<file path="config.mk">
export PLATFORM = sky130hd
export DESIGN_NAME = dmem_arbiter_flat
export DESIGN_NICKNAME = d
export VERILOG_FILES = /design/src/rtl/dmem_arbiter_if.sv /design/src/rtl/dmem_arbiter.sv /design/src/flat_wrapper.sv
export SDC_FILE = /design/constraint.sdc
export NUM_CORES = 1
export LEC_CHECK = 0
export ABC_AREA = 1
export CAP_MARGIN = 20
export CORE_ASPECT_RATIO = 1.1
export CORE_MARGIN = 5
export CORE_UTILIZATION = 44
export DETAILED_ROUTE_END_ITERATION = 8
export PLACE_DENSITY = 0.85
export SYNTH_ARGS = -nofsm -noshare
export SYNTH_HDL_FRONTEND = slang
export SYNTH_SLANG_ARGS = --single-unit
</file>
<file path="constraint.sdc">
create_clock -name clk -period 1.97 [get_ports clk]
set_input_delay 0.197 -clock clk [delete_from_list [all_inputs] [get_ports clk]]
set_output_delay 0.197 -clock clk [all_outputs]
set_load 0.005 [all_outputs]
</file>
<file path="src/rtl/dmem_arbiter_if.sv">
// Bus bundle between the two requesters, the data-memory arbiter and the memory.
// The slave modport is the arbiter's view; master is the requester/memory side.
interface dmem_arbiter_if #(
  parameter int unsigned AW = 18,
  parameter int unsigned DW = 32
);
  logic          req0;
  logic          req1;
  logic          we0;
  logic          we1;
  logic [AW-1:0] addr0;
  logic [AW-1:0] addr1;
  logic [DW-1:0] wdata0;
  logic [DW-1:0] wdata1;
  logic          ack0;
  logic          ack1;
  logic [DW-1:0] rdata0;
  logic [DW-1:0] rdata1;
  logic          err0;
  logic          err1;
  logic [AW-1:0] mem_addr;
  logic [DW-1:0] mem_wdata;
  logic          mem_write;
  logic          mem_read;
  logic [DW-1:0] mem_rdata;

  modport slave (
    input  req0, req1, we0, we1, addr0, addr1, wdata0, wdata1, mem_rdata,
    output ack0, ack1, rdata0, rdata1, err0, err1,
           mem_addr, mem_wdata, mem_write, mem_read
  );

  modport master (
    output req0, req1, we0, we1, addr0, addr1, wdata0, wdata1, mem_rdata,
    input  ack0, ack1, rdata0, rdata1, err0, err1,
           mem_addr, mem_wdata, mem_write, mem_read
  );
endinterface

</file>
<file path="src/rtl/dmem_arbiter.sv">
// Two-port round-robin arbiter and access sequencer for the single-ported data memory.
// One access per three cycles: IDLE (grant) -> ACCESS (memory strobe) -> RESP (ack).
module dmem_arbiter #(
  parameter int unsigned DEPTH = 256,
  parameter int unsigned AW    = 18,
  parameter int unsigned DW    = 32
) (
  input logic           clk,
  input logic           rst_n,
  dmem_arbiter_if.slave bus
);

  typedef enum logic [1:0] {
    IDLE   = 2'd0,
    ACCESS = 2'd1,
    RESP   = 2'd2
  } state_t;

  state_t        state_q, state_d;
  logic          ptr_q, ptr_d;
  logic          cmd_id_q, cmd_id_d;
  logic          cmd_we_q, cmd_we_d;
  logic          cmd_oor_q, cmd_oor_d;
  logic          ack0_q, ack0_d, ack1_q, ack1_d;
  logic          err0_q, err0_d, err1_q, err1_d;
  logic [DW-1:0] rdata0_q, rdata0_d, rdata1_q, rdata1_d;
  logic [AW-1:0] mem_addr_q, mem_addr_d;
  logic [DW-1:0] mem_wdata_q, mem_wdata_d;
  logic          mem_write_q, mem_write_d;
  logic          mem_read_q, mem_read_d;

  // Winner selection: a lone requester wins, otherwise the pointer decides.
  logic          win_c;
  logic          sel_we_c;
  logic [AW-1:0] sel_addr_c;
  logic [DW-1:0] sel_wdata_c;
  logic          sel_oor_c;

  assign win_c       = bus.req1 & (~bus.req0 | ptr_q);
  assign sel_we_c    = win_c ? bus.we1    : bus.we0;
  assign sel_addr_c  = win_c ? bus.addr1  : bus.addr0;
  assign sel_wdata_c = win_c ? bus.wdata1 : bus.wdata0;
  assign sel_oor_c   = (sel_addr_c >= AW'(DEPTH));

  // State and registered outputs; reset also kills an in-flight memory write.
  always_ff @(posedge clk or negedge rst_n) begin
    if (!rst_n) begin
      state_q     <= IDLE;
      ptr_q       <= 1'b0;
      cmd_id_q    <= 1'b0;
      cmd_we_q    <= 1'b0;
      cmd_oor_q   <= 1'b0;
      ack0_q      <= 1'b0;
      ack1_q      <= 1'b0;
      err0_q      <= 1'b0;
      err1_q      <= 1'b0;
      rdata0_q    <= '0;
      rdata1_q    <= '0;
      mem_addr_q  <= '0;
      mem_wdata_q <= '0;
      mem_write_q <= 1'b0;
      mem_read_q  <= 1'b0;
    end else begin
      state_q     <= state_d;
      ptr_q       <= ptr_d;
      cmd_id_q    <= cmd_id_d;
      cmd_we_q    <= cmd_we_d;
      cmd_oor_q   <= cmd_oor_d;
      ack0_q      <= ack0_d;
      ack1_q      <= ack1_d;
      err0_q      <= err0_d;
      err1_q      <= err1_d;
      rdata0_q    <= rdata0_d;
      rdata1_q    <= rdata1_d;
      mem_addr_q  <= mem_addr_d;
      mem_wdata_q <= mem_wdata_d;
      mem_write_q <= mem_write_d;
      mem_read_q  <= mem_read_d;
    end
  end

  always_comb begin
    state_d = state_q;
    case (state_q)
      IDLE:    if (bus.req0 | bus.req1) state_d = ACCESS;
      ACCESS:  state_d = RESP;
      RESP:    state_d = IDLE;
      default: state_d = IDLE;
    endcase
  end

  // Next values of the registered outputs; memory strobes are live only in ACCESS.
  always_comb begin
    ptr_d       = ptr_q;
    cmd_id_d    = cmd_id_q;
    cmd_we_d    = cmd_we_q;
    cmd_oor_d   = cmd_oor_q;
    ack0_d      = 1'b0;
    ack1_d      = 1'b0;
    err0_d      = 1'b0;
    err1_d      = 1'b0;
    rdata0_d    = rdata0_q;
    rdata1_d    = rdata1_q;
    mem_addr_d  = '0;
    mem_wdata_d = '0;
    mem_write_d = 1'b0;
    mem_read_d  = 1'b0;
    case (state_q)
      IDLE: begin
        if (bus.req0 | bus.req1) begin
          cmd_id_d    = win_c;
          cmd_we_d    = sel_we_c;
          cmd_oor_d   = sel_oor_c;
          mem_addr_d  = sel_addr_c;
          mem_wdata_d = sel_wdata_c;
          mem_write_d = sel_we_c & ~sel_oor_c;
          mem_read_d  = ~sel_we_c & ~sel_oor_c;
        end
      end
      ACCESS: begin
        ptr_d = ~cmd_id_q;
        if (cmd_id_q) begin
          ack1_d = 1'b1;
          err1_d = cmd_oor_q;
          if (!cmd_we_q) rdata1_d = cmd_oor_q ? '0 : bus.mem_rdata;
        end else begin
          ack0_d = 1'b1;
          err0_d = cmd_oor_q;
          if (!cmd_we_q) rdata0_d = cmd_oor_q ? '0 : bus.mem_rdata;
        end
      end
      default: ;
    endcase
  end

  assign bus.ack0      = ack0_q;
  assign bus.ack1      = ack1_q;
  assign bus.err0      = err0_q;
  assign bus.err1      = err1_q;
  assign bus.rdata0    = rdata0_q;
  assign bus.rdata1    = rdata1_q;
  assign bus.mem_addr  = mem_addr_q;
  assign bus.mem_wdata = mem_wdata_q;
  assign bus.mem_write = mem_write_q;
  assign bus.mem_read  = mem_read_q;

endmodule

</file>
<file path="src/flat_wrapper.sv">
// flat-port wrapper written by rule: the top's interface ports become plain ports
module dmem_arbiter_flat 
#(
  parameter int unsigned DEPTH = 256,
  parameter int unsigned AW    = 18,
  parameter int unsigned DW    = 32
)
  (clk, rst_n, bus_req0, bus_req1, bus_we0, bus_we1, bus_addr0, bus_addr1, bus_wdata0, bus_wdata1, bus_mem_rdata, bus_ack0, bus_ack1, bus_rdata0, bus_rdata1, bus_err0, bus_err1, bus_mem_addr, bus_mem_wdata, bus_mem_write, bus_mem_read);
  dmem_arbiter_if #(.AW(AW), .DW(DW)) bus_i ();
  input logic clk;
  input logic rst_n;
  input wire logic [$bits(bus_i.req0)-1:0] bus_req0;
  input wire logic [$bits(bus_i.req1)-1:0] bus_req1;
  input wire logic [$bits(bus_i.we0)-1:0] bus_we0;
  input wire logic [$bits(bus_i.we1)-1:0] bus_we1;
  input wire logic [$bits(bus_i.addr0)-1:0] bus_addr0;
  input wire logic [$bits(bus_i.addr1)-1:0] bus_addr1;
  input wire logic [$bits(bus_i.wdata0)-1:0] bus_wdata0;
  input wire logic [$bits(bus_i.wdata1)-1:0] bus_wdata1;
  input wire logic [$bits(bus_i.mem_rdata)-1:0] bus_mem_rdata;
  output wire logic [$bits(bus_i.ack0)-1:0] bus_ack0;
  output wire logic [$bits(bus_i.ack1)-1:0] bus_ack1;
  output wire logic [$bits(bus_i.rdata0)-1:0] bus_rdata0;
  output wire logic [$bits(bus_i.rdata1)-1:0] bus_rdata1;
  output wire logic [$bits(bus_i.err0)-1:0] bus_err0;
  output wire logic [$bits(bus_i.err1)-1:0] bus_err1;
  output wire logic [$bits(bus_i.mem_addr)-1:0] bus_mem_addr;
  output wire logic [$bits(bus_i.mem_wdata)-1:0] bus_mem_wdata;
  output wire logic [$bits(bus_i.mem_write)-1:0] bus_mem_write;
  output wire logic [$bits(bus_i.mem_read)-1:0] bus_mem_read;
  assign bus_i.req0 = bus_req0;
  assign bus_i.req1 = bus_req1;
  assign bus_i.we0 = bus_we0;
  assign bus_i.we1 = bus_we1;
  assign bus_i.addr0 = bus_addr0;
  assign bus_i.addr1 = bus_addr1;
  assign bus_i.wdata0 = bus_wdata0;
  assign bus_i.wdata1 = bus_wdata1;
  assign bus_i.mem_rdata = bus_mem_rdata;
  assign bus_ack0 = bus_i.ack0;
  assign bus_ack1 = bus_i.ack1;
  assign bus_rdata0 = bus_i.rdata0;
  assign bus_rdata1 = bus_i.rdata1;
  assign bus_err0 = bus_i.err0;
  assign bus_err1 = bus_i.err1;
  assign bus_mem_addr = bus_i.mem_addr;
  assign bus_mem_wdata = bus_i.mem_wdata;
  assign bus_mem_write = bus_i.mem_write;
  assign bus_mem_read = bus_i.mem_read;
  dmem_arbiter #(.DEPTH(DEPTH), .AW(AW), .DW(DW)) u_core (.clk(clk), .rst_n(rst_n), .bus(bus_i));
endmodule
</file>
==> impl_metrics.yaml <==
logic_synthesis:
  ys_warn_count: 0
  total_of_flip_flops_plus_latches_after_synthesis: 126
  number_of_cells_produced_by_synthesis: 633
  yosys.cell_types.count: 17
  mappedNetlistArea_sq_um: 5316
  seq_area_frac_synth_pct: 59.31
  post_synthesis_mean_instance_area_sq_um: 8.399
  yosys.area.top_type_share_pct: 59.31
  synth_largest_area_cell: "dfrtp_1"
  number_of_nets_in_the_synthesized_netlist: 771
  yosys-top-cells-area: "dfrtp_1 59%, nand2_1 11%, o21ai_0 10%, nor2_1 9.0%, inv_1 3.5%"
sta:
  hold_viol_final: 0
  relative_slew_slack_pct: 52.86
  fin_hold_ws_ns: 0.2641
  fin_worst_skew_ns: 0.006715
  setup_total_negative_slack_ns: 0
  tightestPinTransition_ns: 0.7072
  drv_slew: 0
  setup_violations: 0
  post-route-min-period_ns: 1.670
  rsz0062_at_grt: "false"
  final.period_utilization_pct: 84.76
  peak_clock_frequency_supported_by_timing_mhz: 598.9
power_and_ir_drop:
  power_uw: 10900
  power_density_nw_per_um2: 1247
  leakage_uw: 0.004269
  power.ir.vdd_worst_uv: 693.9
clocking:
  clock-root-buffer: "clkbuf_16"
  h_tree_depth: 4
  clock-sinks: 126
  cts.clk_slew.worst_paths_ns: 0.06
  worstSkewPairLatency_ns: 0.41
  cts-root-to-sink-buffers: 2
  post-cts-setup-buffer-count: 0
  tritoncts: "yes"
  cts_resized: 0
  numCtsBuffers: 17
finish:
  filler_cell_count: 861
  final-instance-count-excl-fill: 1055
  post_route_cells_drive_above_1_share_pct: 6.992
  synth_to_layout_area_growth_pct: 64.44
  layout.nets: 1026
  fin_area_sq_um: 8742
  antenna_cells: 0
critical_path:
  critical_path_class: "reg2reg"
  timing.critical_path.fanout_max: 27
  critPathArrivalTime_ns: 2.01
  critical_path_required_ns: 2.31
  worst_setup_path_start_kind: "register"
  cp-end-kind: "register"
die:
  fp.dieW_microns: 114.8
  core_area_sq_um: 11930
  fp.dieArea_sq_um: 14380
  floorplan.initialDensity_pct: 44.57
  placementRows: 42
  number_of_primary_i_o_pins: 258
  die_h_microns: 125.3
grt:
  antenna_violations_before_repair: 1
  global_route_wire_length_before_repair_microns: 26830
  grt_remaining_overflow: 0
  number_of_global_route_vias_before_repair: 5276
  grt.total_usage_pct: 24.04
  pin_count_of_the_biggest_net_entering_global_routing: 54
placed_design:
  numPortBuffers: 257
  post-dp-hpwl_microns: 12670
  post_dp_cell_area_sq_um: 8092
  gp_congestion: 0.8685
  post-place-cells: 1022
drt:
  vias: 5173
  finalWirelength_microns: 17180
  drc: 0
  number_of_drc_markers_after_the_initial_detailed_route_iteration: 350
  avgRoutedWirePerCell_microns: 16.29
  first_pass_iters: 6
  route.antenna.remaining_nets: 0
  post_drt_via_cell_ratio: 4.903
worst_hold_path:
  timing.hold.worst.class: "in2async"
status:
  outcome: "complete, no violations"
job:
  drv_cap: 0
[stage by stage]
stage	util [%]	worst slack (ns)
4_1_cts	73.29	0.2721
5_1_grt	73.29	0.1188
3_5_place_dp	67.83	0.2385
6_report	73.29	0.3003
2_1_floorplan	-	0.7202
3_3_place_gp	67.83	0.2908
[critical path, cell delays in order, from the launching register on]
cell and delay (ns):
dfrtp_1 0.39, nor2_2 0.15, inv_2 0.07, nor2_4 0.09, inv_1 0.25, nor2_4 0.28, buf_12 0.21, nand2_1 0.08
nand2_1 0.07
[cells in the final DEF (no fill, tap or decap), types with 2 or more instances in the layout]
master	count
clkbuf_8	2
clkinv_4	3
clkinvlp_4	3
clkinv_2	2
inv_1	49
nand3_1	5
o21ai_0	107
buf_4	11
nand3b_1	6
nand2_1	157
nor2_2	2
nor2_4	4
dfrtp_1	125
buf_12	6
clkdlybuf4s50_1	256
nand2_4	2
inv_2	5
nor2_1	128
clkbuf_16	17
a21oi_1	3
bufinv_16	4
[power by group]
group,switching [uW],total (uW),internal [uW]
Combinational,1750,3770,2020
Sequential,402,3790,3390
Clock,1140,3330,2190
[Yosys cell counts, drive strengths merged]
library cell / count
dfrtp: 126
buf: 14
nand2: 159
or2: 1
inv: 54
nand3b: 6
nand3: 5
a21oi: 3
clkbuf: 24
nor2: 134
o21ai: 107
[cell families after synthesis]
logic type	after synthesis	share of synthesized area, %
AND/OR/NAND/NOR	305	23.06
flip-flops	126	59.31
AO/OA/AOI/OAI	110	10.36
buffers and inverters	92	7.272
[final timing paths]
| path | slack, ns | startpoint | cells after the start | end |
|---|---|---|---|---|
| setup / recovery | 0.30 | u_core.state_q[1] | 8 | u_core.bus.rdata1[16] |
| hold / removal | 0.26 | rst_n | 2 | u_core.bus.rdata1[11] |
| setup reg to reg | 0.30 | u_core.state_q[1] | 8 | u_core.bus.rdata1[16] |
| hold reg to reg | 0.44 | u_core.cmd_id_q | 1 | u_core.bus.ack0 |
| max in group asynchronous | 1.10 | rst_n | 3 | u_core.bus.rdata0[28] |
| min in group clk | 0.37 | bus_addr0[4] | 3 | u_core.bus.mem_addr[4] |
[flip-flops by register name, summed over array words and instances, names as in the netlist, 2 cells and up]
register and cells:
u_core.bus.mem_wdata 32, u_core.state_q 2, u_core.bus.mem_addr 18, u_core.bus.rdata0 32, u_core.bus.rdata1 32
[final cells by class]
cell class / instances / area (sq um) / share of cell area [%]
Timing Repair Buffer: 274 / 2775 / 31.74
Sequential cell: 126 / 3154 / 36.08
Inverter: 54 / 202.7 / 2.319
Clock inverter: 13 / 187.7 / 2.147
Clock buffer: 19 / 452.9 / 5.181
Tap cell: 154 / 192.7 / 2.204
Multi-Input combinational cell: 415 / 1777 / 20.32
[metal layers]
layer  up-vias  global-route usage, %  routed length [microns]
li1       2466                      -                        -
met1      2425                  27.15                     6220
met2       248                  41.76                     8759
met3        32                  8.893                     1796
met4         2                  7.942                      393
met5         -                      0                       13
[repair_timing]
item | CTS | global route
hold buffers | 1 | 0
endpoints found under the setup margin | 0 | 0
hold endpoints to repair | 25 | 0
(Power assumes the default switching activity.)
